## src/rtl/trng_pkg.sv

```systemverilog
// Shared constants, width defaults and FSM state encoding for the TRNG hash responder.
// Latency: none (declarations only).
// Backpressure: not applicable.
package trng_pkg;

    localparam int TRNG_DATA_WIDTH = 32;
    localparam int TRNG_WORDS      = 4;
    localparam int TRNG_ROUNDS     = 8;
    localparam int TRNG_ROTL       = 7;

    localparam logic [31:0] TRNG_IV = 32'h6A09E667;
    localparam logic [31:0] TRNG_K  = 32'h9E3779B9;

    typedef enum logic [1:0] {
        ST_IDLE   = 2'd0,
        ST_ABSORB = 2'd1,
        ST_ROUND  = 2'd2,
        ST_DONE   = 2'd3
    } trng_state_e;

endpackage

```

## src/rtl/trng_mix_round.sv

```systemverilog
// One mixing step: rotl(x,7) XOR (x + K), addition modulo 2^width.
// Latency: purely combinational.
// Backpressure: none; the output follows the input.
module trng_mix_round
    import trng_pkg::*;
#(
    parameter int P_DATA_WIDTH = TRNG_DATA_WIDTH
) (
    input  logic [P_DATA_WIDTH-1:0] mix_in,
    output logic [P_DATA_WIDTH-1:0] mix_out
);

    logic [P_DATA_WIDTH-1:0] rot_val;
    logic [P_DATA_WIDTH-1:0] sum_val;

    always_comb begin
        rot_val = (mix_in << TRNG_ROTL) | (mix_in >> (P_DATA_WIDTH - TRNG_ROTL));
        sum_val = mix_in + P_DATA_WIDTH'(TRNG_K);
        mix_out = rot_val ^ sum_val;
    end

endmodule

```

## src/rtl/trng_hash_responder.sv

```systemverilog
// Absorbs P_WORDS entropy words into a mixed accumulator, runs P_ROUNDS extra mixes, publishes Digest.
// Latency: Hash_done in cycle 1+P_WORDS+P_ROUNDS after Hash_Go with no entropy stalls.
// Backpressure: Ent_Ready high only in ABSORB; Ent_Valid low stalls. Repeat-word health test under TRNG_HASH_HEALTH_EN.
module trng_hash_responder
    import trng_pkg::*;
#(
    parameter int P_DATA_WIDTH = TRNG_DATA_WIDTH,
    parameter int P_WORDS      = TRNG_WORDS,
    parameter int P_ROUNDS     = TRNG_ROUNDS
) (
    input  logic                    clk,
    input  logic                    Reset,
    input  logic                    Hash_Go,
    output logic                    Hash_done,
    input  logic [P_DATA_WIDTH-1:0] Ent_Data,
    input  logic                    Ent_Valid,
    output logic                    Ent_Ready,
    output logic [P_DATA_WIDTH-1:0] Digest,
    output logic                    Busy,
    output logic                    Health_Fail
);

    localparam int WCW = $clog2(P_WORDS + 1);
    localparam int RCW = $clog2(P_ROUNDS + 1);

    trng_state_e             state_q, state_d;
    logic [P_DATA_WIDTH-1:0] acc_q, acc_d;
    logic [P_DATA_WIDTH-1:0] digest_q, digest_d;
    logic [WCW-1:0]          word_cnt_q, word_cnt_d;
    logic [RCW-1:0]          round_cnt_q, round_cnt_d;
    logic                    hash_done_q, hash_done_d;
    logic [P_DATA_WIDTH-1:0] mix_in;
    logic [P_DATA_WIDTH-1:0] mix_out;
    logic                    req_bad;

    // Single mixer shared by absorb (acc ^ word) and round (acc) paths.
    trng_mix_round #(
        .P_DATA_WIDTH (P_DATA_WIDTH)
    ) u_mix (
        .mix_in  (mix_in),
        .mix_out (mix_out)
    );

    always_comb begin
        state_d     = state_q;
        acc_d       = acc_q;
        digest_d    = digest_q;
        word_cnt_d  = word_cnt_q;
        round_cnt_d = round_cnt_q;
        hash_done_d = 1'b0;
        mix_in      = acc_q;

        case (state_q)
            ST_IDLE: begin
                if (Hash_Go) begin
                    state_d     = ST_ABSORB;
                    acc_d       = P_DATA_WIDTH'(TRNG_IV);
                    word_cnt_d  = '0;
                    round_cnt_d = '0;
                end
            end
            ST_ABSORB: begin
                mix_in = acc_q ^ Ent_Data;
                if (Ent_Valid) begin
                    acc_d      = mix_out;
                    word_cnt_d = word_cnt_q + WCW'(1);
                    if (word_cnt_q == WCW'(P_WORDS - 1)) begin
                        state_d = ST_ROUND;
                    end
                end
            end
            ST_ROUND: begin
                acc_d       = mix_out;
                round_cnt_d = round_cnt_q + RCW'(1);
                // Digest is captured on the edge into DONE so it is valid alongside Hash_done.
                if (round_cnt_q == RCW'(P_ROUNDS - 1)) begin
                    state_d     = ST_DONE;
                    hash_done_d = 1'b1;
                    digest_d    = req_bad ? '0 : mix_out;
                end
            end
            ST_DONE: begin
                state_d = ST_IDLE;
            end
            default: begin
                state_d = ST_IDLE;
            end
        endcase
    end

    always_ff @(posedge clk) begin
        if (Reset) begin
            state_q     <= ST_IDLE;
            acc_q       <= '0;
            digest_q    <= '0;
            word_cnt_q  <= '0;
            round_cnt_q <= '0;
            hash_done_q <= 1'b0;
        end else begin
            state_q     <= state_d;
            acc_q       <= acc_d;
            digest_q    <= digest_d;
            word_cnt_q  <= word_cnt_d;
            round_cnt_q <= round_cnt_d;
            hash_done_q <= hash_done_d;
        end
    end

`ifdef TRNG_HASH_HEALTH_EN
    logic [P_DATA_WIDTH-1:0] prev_word_q, prev_word_d;
    logic                    req_bad_q, req_bad_d;
    logic                    health_fail_q, health_fail_d;
    logic                    rep_hit;

    // A repeat is only meaningful from the second accepted word of the same request.
    always_comb begin
        rep_hit       = (state_q == ST_ABSORB) && Ent_Valid && (word_cnt_q != '0)
                        && (Ent_Data == prev_word_q);
        prev_word_d   = ((state_q == ST_ABSORB) && Ent_Valid) ? Ent_Data : prev_word_q;
        req_bad_d     = req_bad_q;
        if ((state_q == ST_IDLE) && Hash_Go) begin
            req_bad_d = 1'b0;
        end else if (rep_hit) begin
            req_bad_d = 1'b1;
        end
        health_fail_d = health_fail_q | rep_hit;
    end

    always_ff @(posedge clk) begin
        if (Reset) begin
            prev_word_q   <= '0;
            req_bad_q     <= 1'b0;
            health_fail_q <= 1'b0;
        end else begin
            prev_word_q   <= prev_word_d;
            req_bad_q     <= req_bad_d;
            health_fail_q <= health_fail_d;
        end
    end

    assign req_bad     = req_bad_q;
    assign Health_Fail = health_fail_q;
`else
    assign req_bad     = 1'b0;
    assign Health_Fail = 1'b0;
`endif

    assign Hash_done = hash_done_q;
    assign Digest    = digest_q;
    assign Ent_Ready = (state_q == ST_ABSORB);
    assign Busy      = (state_q != ST_IDLE);

endmodule

```

## config.mk

```make
export PLATFORM = sky130hd
export DESIGN_NAME = trng_hash_responder
export DESIGN_NICKNAME = d
export VERILOG_FILES = /design/src/rtl/trng_pkg.sv /design/src/rtl/trng_mix_round.sv /design/src/rtl/trng_hash_responder.sv
export SDC_FILE = /design/constraint.sdc
export NUM_CORES = 1
export LEC_CHECK = 0
export CORE_MARGIN = 8
export CORE_UTILIZATION = 51
export CTS_CLUSTER_DIAMETER = 200
export DETAILED_ROUTE_END_ITERATION = 7
export MAX_ROUTING_LAYER = met4
export PLACE_DENSITY_LB_ADDON = 0.3
export SYNTH_ARGS = -nofsm -noshare
export SYNTH_HDL_FRONTEND = slang
export SYNTH_SLANG_ARGS = --single-unit
export TNS_END_PERCENT = 1
```

## constraint.sdc

```tcl
create_clock -name clk -period 2.5 [get_ports clk]
set_input_delay 0.375 -clock clk [delete_from_list [all_inputs] [get_ports clk]]
set_output_delay 0.375 -clock clk [all_outputs]
set_load 0.02 [all_outputs]
```

# Word-level counts from Yosys, hierarchy flattened
# Index checks and enable logic that the tools add are counted.
# Widths: inputs -> output; s select.
[word_totals]
regBits = 74
output_inout_bits = 36
elab_cells = 48
[op_classes]
addsub = 3
n_eq_ne = 9
muxes = 15
bitwise_logic = 4
reduce_logical = 11
[ops]
columns = ["cell", "count"]
rows = [
  ["$mux 32", 3],
  ["$pmux 32 s3", 1],
  ["$xor 32x32->32", 2],
  ["$add 32x32->32 const B", 1],
  ["$or 32x7->32", 1],
  ["$mux 2", 4],
  ["$pmux 2 s4", 1],
  ["$pmux 4 s2", 1],
  ["$mux 3", 2],
  ["$ne 2x2->1 const B", 3],
  ["$pmux 3 s2", 1],
  ["$reduce_and 3->1", 2],
  ["$reduce_bool 2->1", 3],
  ["$add 4x1->4 const B", 1],
  ["$eq 2x2->1 const B", 2],
  ["$eq 4x3->1 const B", 1],
  ["$mux 4", 1],
  ["$reduce_and 2->1", 2],
  ["$reduce_and 4->1", 1],
  ["$add 3x1->3 const B", 1],
  ["$eq 3x2->1 const B", 1],
  ["$reduce_bool 3->1", 1],
  ["$eq 2x1->1 const B", 1],
  ["$logic_not 2->1", 1],
  ["4 further kinds", 4],
]

# Longest topological paths before layout
[depth]
word_depth = 6
depth_mapped = 14
depth_no_buf = 11

# Hierarchy
# A second synthesis with hierarchy kept.
[hier_totals]
hier_cells = 580
hier_area_um2 = 4524.3
[modules_own_cells]
columns = ["mod", "n_inst", "cells_per_inst", "area_each_um2"]
rows = [
  ["trng_hash_responder", 1, 421, 3392.0],
  ["trng_mix_round", 1, 159, 1132.3],
]

# Worst setup path before layout
# OpenSTA, ideal clock, no wires.
[synth_timing]
kind = "flip-flop to flip-flop"
from = "reg state_q[1]"
to = "reg digest_q[24] (netlist: Digest[24])"
setup_time_ns = 0.126
t_arrival_ns = 2.769
slack_ns = -0.395
path_stages_with_launch = 14
n_path_buf = 2
synth_period_minus_slack_ns = 2.895
cell_sequence = "dfxtp_1 inv_1 ha_1 buf_6 buf_6 nand2_1 xor2_2 inv_1 ha_1 a221oi_4 o211ai_4 a211oi_4 o211a_1 nor3_2"
[synth_between]
elab_chain_len = 4
word_cells_on_any_way = 7
cone_classes = "1 x add/sub; 2 x eq/ne; 1 x mux; 2 x bitwise; 1 x reduce/logical"
[synth_lines]
columns = ["element", "line_no", "text"]
rows = [
  ["start, declared", "trng_hash_responder.sv:26", "trng_state_e state_q, state_d;"],
  ["start signal, assigned", "trng_hash_responder.sv:100", "state_q <= state_d;"],
  ["$eq 2x1->1 (*)", "n/a", ""],
  ["via Ent_Ready", "trng_hash_responder.sv:17", "output logic Ent_Ready,"],
  ["$mux 32 (*)", "trng_hash_responder.sv:53", "case (state_q)"],
  ["$add 32x32->32 / $or 32x7->32 (equally long branches)", "trng_mix_round.sv:18, trng_mix_round.sv:17", ""],
  ["$xor 32x32->32 (*)", "trng_mix_round.sv:19", "mix_out = rot_val ^ sum_val;"],
  ["end signal, assigned", "trng_hash_responder.sv:102", "digest_q <= digest_d;"],
  ["end, declared", "trng_hash_responder.sv:28", "logic [P_DATA_WIDTH-1:0] digest_q, digest_d;"],
]
# The timed path passes the listed nets; every way through them passes the cells marked *.
# A chain may end at the register's enable or synchronous reset.

# Worst setup path in the final report
[layout_timing]
from = "reg state_q[1]"
to = "reg digest_q[24] (netlist: Digest[24])"
[layout_between]
elab_chain_len = 4
word_cells_on_any_way = 7
cone_classes = "1 x add/sub; 2 x eq/ne; 1 x mux; 2 x bitwise; 1 x reduce/logical"
[layout_lines]
columns = ["element", "line_no"]
rows = [
  ["$eq 2x1->1", "trng_hash_responder.sv:53"],
  ["$mux 32", "trng_hash_responder.sv:53"],
  ["$add 32x32->32 / $or 32x7->32 (equally long branches)", "trng_mix_round.sv:18, trng_mix_round.sv:17"],
  ["$xor 32x32->32", "trng_mix_round.sv:19"],
]
# Several ways; a longest one is shown, not always the timed one.

==> impl_metrics.py <==
metrics = {
    "yosys": {
        "ys.flop_type": "dfxtp_1",
        "asyncSetResetFlopFracSynth_pct": 0,
        "ys_types": 96,
        "ys_seq_area_share_pct": 25.9,
        "synth_area_leaders": "dfxtp_1 (26%), xnor2_1 (11%), xor2_1 (6.1%), nand2_1 (5.0%), nor2_1 (4.6%)",
        "synth_edf_count": 0,
        "syn_area_per_cell_sq_um": 8.22,
        "synth_cells": 695,
        "yosysTopAreaCell": "dfxtp_1",
        "synth_area_sq_um": 5710,
        "yosys_warnings": 0,
        "synth_fp_nets": 740,
        "synth_top_area_share_pct": 25.9,
        "ys_ff_latch": 74,
    },
    "detailed_routing": {
        "drt_iter0_drc": 488,
        "drc": 0,
        "wl_per_cell_um": 19.4,
        "firstDrtPassIters": 7,
        "ant_nets": 0,
        "wirelength_um": 19300,
        "route.vias.total": 5966,
        "viasPerCell": 6.00,
    },
    "critical_path": {
        "worstSetupPathType": "reg -> reg",
        "cp_data_arrival_time_ps": 2800,
        "r2r-start": "state_q[1]$_SDFFE_PP0P_",
        "crit_start": "state_q[1]$_SDFFE_PP0P_",
        "cp.required_ps": 2750,
        "startpoint_type": "register",
        "worstPathMaxFanout": 8,
        "endpoint_kind": "register",
    },
    "cells_and_area": {
        "final_common_cell": "buf_4",
        "diodes": 0,
        "area_growth_pct": 36.7,
        "multi_input_area_sq_um": 4230,
        "nFillCells": 860,
        "register_area_sq_um": 1480,
        "mostFrequentLayoutCells": "buf_4 (111), dfxtp_1 (72), nand2_1 (71)",
        "final-instance-count-excl-fill": 994,
        "drive_gt1_share_pct": 25.6,
        "utilization_pct": 71.7,
        "layout.nets": 895,
    },
    "clock_tree": {
        "max-clock-path-buffers": 2,
        "cts_tree": "yes",
        "cts-buffers-inserted": 9,
        "cts_htree_levels": 3,
        "clk_latency_ps": 370,
        "cts.sinks": 74,
        "cts-root-buf": "clkbuf_8",
        "hold_buffers": 0,
        "path_clk_slew_ps": 90,
    },
    "die": {
        "coreArea_sq_um": 10900,
        "ioPinCount": 72,
        "dieHeight_um": 122,
        "initial_core_util_pct": 52.4,
        "die-area_sq_um": 14800,
        "die-width_um": 122,
        "fp-row-count": 38,
    },
    "sta": {
        "layout_worst_path_cycle_share_pct": 102,
        "fin_hold_ws_ps": 458,
        "fmax_mhz": 394,
        "worst_pin_slew_ps": 530,
        "worst_slack_ps": -41.2,
        "hold_violations": 0,
        "maxSlewViolCount": 0,
        "period_minus_slack_ps": 2540,
        "setup_viol": 8,
        "rsz0062_at_grt": "true",
        "max-slew-margin-rel_pct": 64.3,
        "skew_ps": 11.6,
    },
    "power": {
        "ir_drop_mv": 0.633,
        "powerDensity_nw_per_um2": 1490,
        "power.total_w": 0.0116,
        "leakage_nw": 2.94,
    },
    "placement": {
        "post-dp-hpwl_um": 14400,
        "numPlacedInstances": 970,
        "io_buffers": 70,
        "place_congestion": 0.945,
    },
    "global_routing": {
        "grt-ovfl-total": 0,
        "antenna_found_initial": 0,
        "grt_pass1_vias": 5912,
        "grt_max_degree": 44,
        "grt_pass1_wl_um": 30500,
        "grt_usage_pct": 26.8,
    },
    "outcome": {
        "status": "complete, but fails checks",
        "violations": "negative setup slack",
    },
    "worst_hold_path": {
        "hold_path_class": "reg -> reg",
        "hold_path.startpoint": "Digest[2]$_SDFFE_PP0P_",
    },
    "flow_run": {
        "maxCapViolations": 0,
    },
}
area by class of cell:
cell class	instances	share of cell area (%)
Sequential cell	74	19.0
Timing Repair Buffer	189	21.3
Clock buffer	11	1.94
Clock inverter	4	0.657
Inverter	13	0.625
Tap cell	140	2.24
Multi-Input combinational cell	563	54.2
final timing paths:
kind	end	slack, ps	cells past startpoint
setup / recovery	Digest[24]$_SDFFE_PP0P_	-40	13
hold / removal	Digest[2]$_SDFFE_PP0P_	460	2
setup reg to reg	Digest[24]$_SDFFE_PP0P_	-40	13
hold reg to reg	Digest[2]$_SDFFE_PP0P_	460	2
registers in the layout, summed over array words and instances (netlist names):
name         count
state_q          2
Digest          32
acc_q           32
Hash_done        1
round_cnt_q      4
word_cnt_q       3
cell usage after synthesis (3+ instances only):
master    count
o21ai_0      36
buf_2         8
or3_1         4
xor2_1       40
ha_1          9
a211oi_1     18
nor3_1       10
a22oi_1       6
o21a_1        7
a21oi_1      30
nor4_1        3
buf_4         6
nor3_2        5
nand4b_1      5
nand2_1      76
nor2_1       70
nor4bb_1      3
and3_1        7
a21oi_2       3
nand3_1      19
o221a_2       3
o21ai_1       8
nand2b_1      4
a32oi_1       5
nand3b_1      5
a21o_1        5
nor4b_1       4
clkbuf_1     22
inv_1        13
xnor2_1      70
nand4_1       6
o22ai_1       8
dfxtp_1      74
buf_6         7
o211ai_1      7
a211o_1       3
a31oi_1       5
and2_1        6
stage by stage:
step / area, sq um / worst slack, ps / setup TNS, ps
global placement: 7240 / -262 / -4790
floorplan: 5780 / -12.3 / -34.7
global route: 7800 / -137 / -2240
CTS: 7720 / -19.9 / -56.3
detailed placement: 7240 / -340 / -6710
finish: 7800 / -41.2 / -199
report_power, final:
group | internal (W) | leakage (nW) | switching (W)
registers | 0.00145 | 0.604 | 0.000503
clock network | 0.000510 | 0.101 | 0.000483
logic | 0.00399 | 2.23 | 0.00468
critical path, cell delays in order, from the launching register on:
cell      delay [ps]
dfxtp_2          330
inv_2             70
ha_4             210
buf_6            170
nand2_8           60
xor2_4           150
inv_2             70
ha_4             170
a221oi_4         330
o211ai_4         190
a211oi_4         310
buf_6            160
o211a_1          170
nor3_2            40
cell families (layout without fill, tap and decap cells):
kind of cell / after synthesis / after routing / share of synthesized area (%)
other: 1 / 1 / 0.0657
buffers and inverters: 58 / 217 / 5.41
and+or+nand+nor: 245 / 245 / 21.8
AOI/OAI and AO/OA: 191 / 191 / 25.9
xor gates and xnor gates: 115 / 115 / 18.5
muxes: 2 / 2 / 0.351
DFF: 74 / 74 / 25.9
adders and majority gates: 9 / 9 / 1.97
per-layer routing:
metal | wire length (um) | global-route usage [%]
met2 | 9210 | 42.4
met1 | 8250 | 32.5
met4 | 493 | 11.7
met5 | 0 | -
met3 | 1370 | 5.46
repair_timing:
action | 4_1_cts | 5_1_grt
pin swaps | 18 | 16
buffers inserted | 9 | 0
setup endpoints to repair | 20 | 38
resized for setup | 36 | 13
cloned | 1 | 0
No activity file was read; power rests on OpenSTA's default activity.
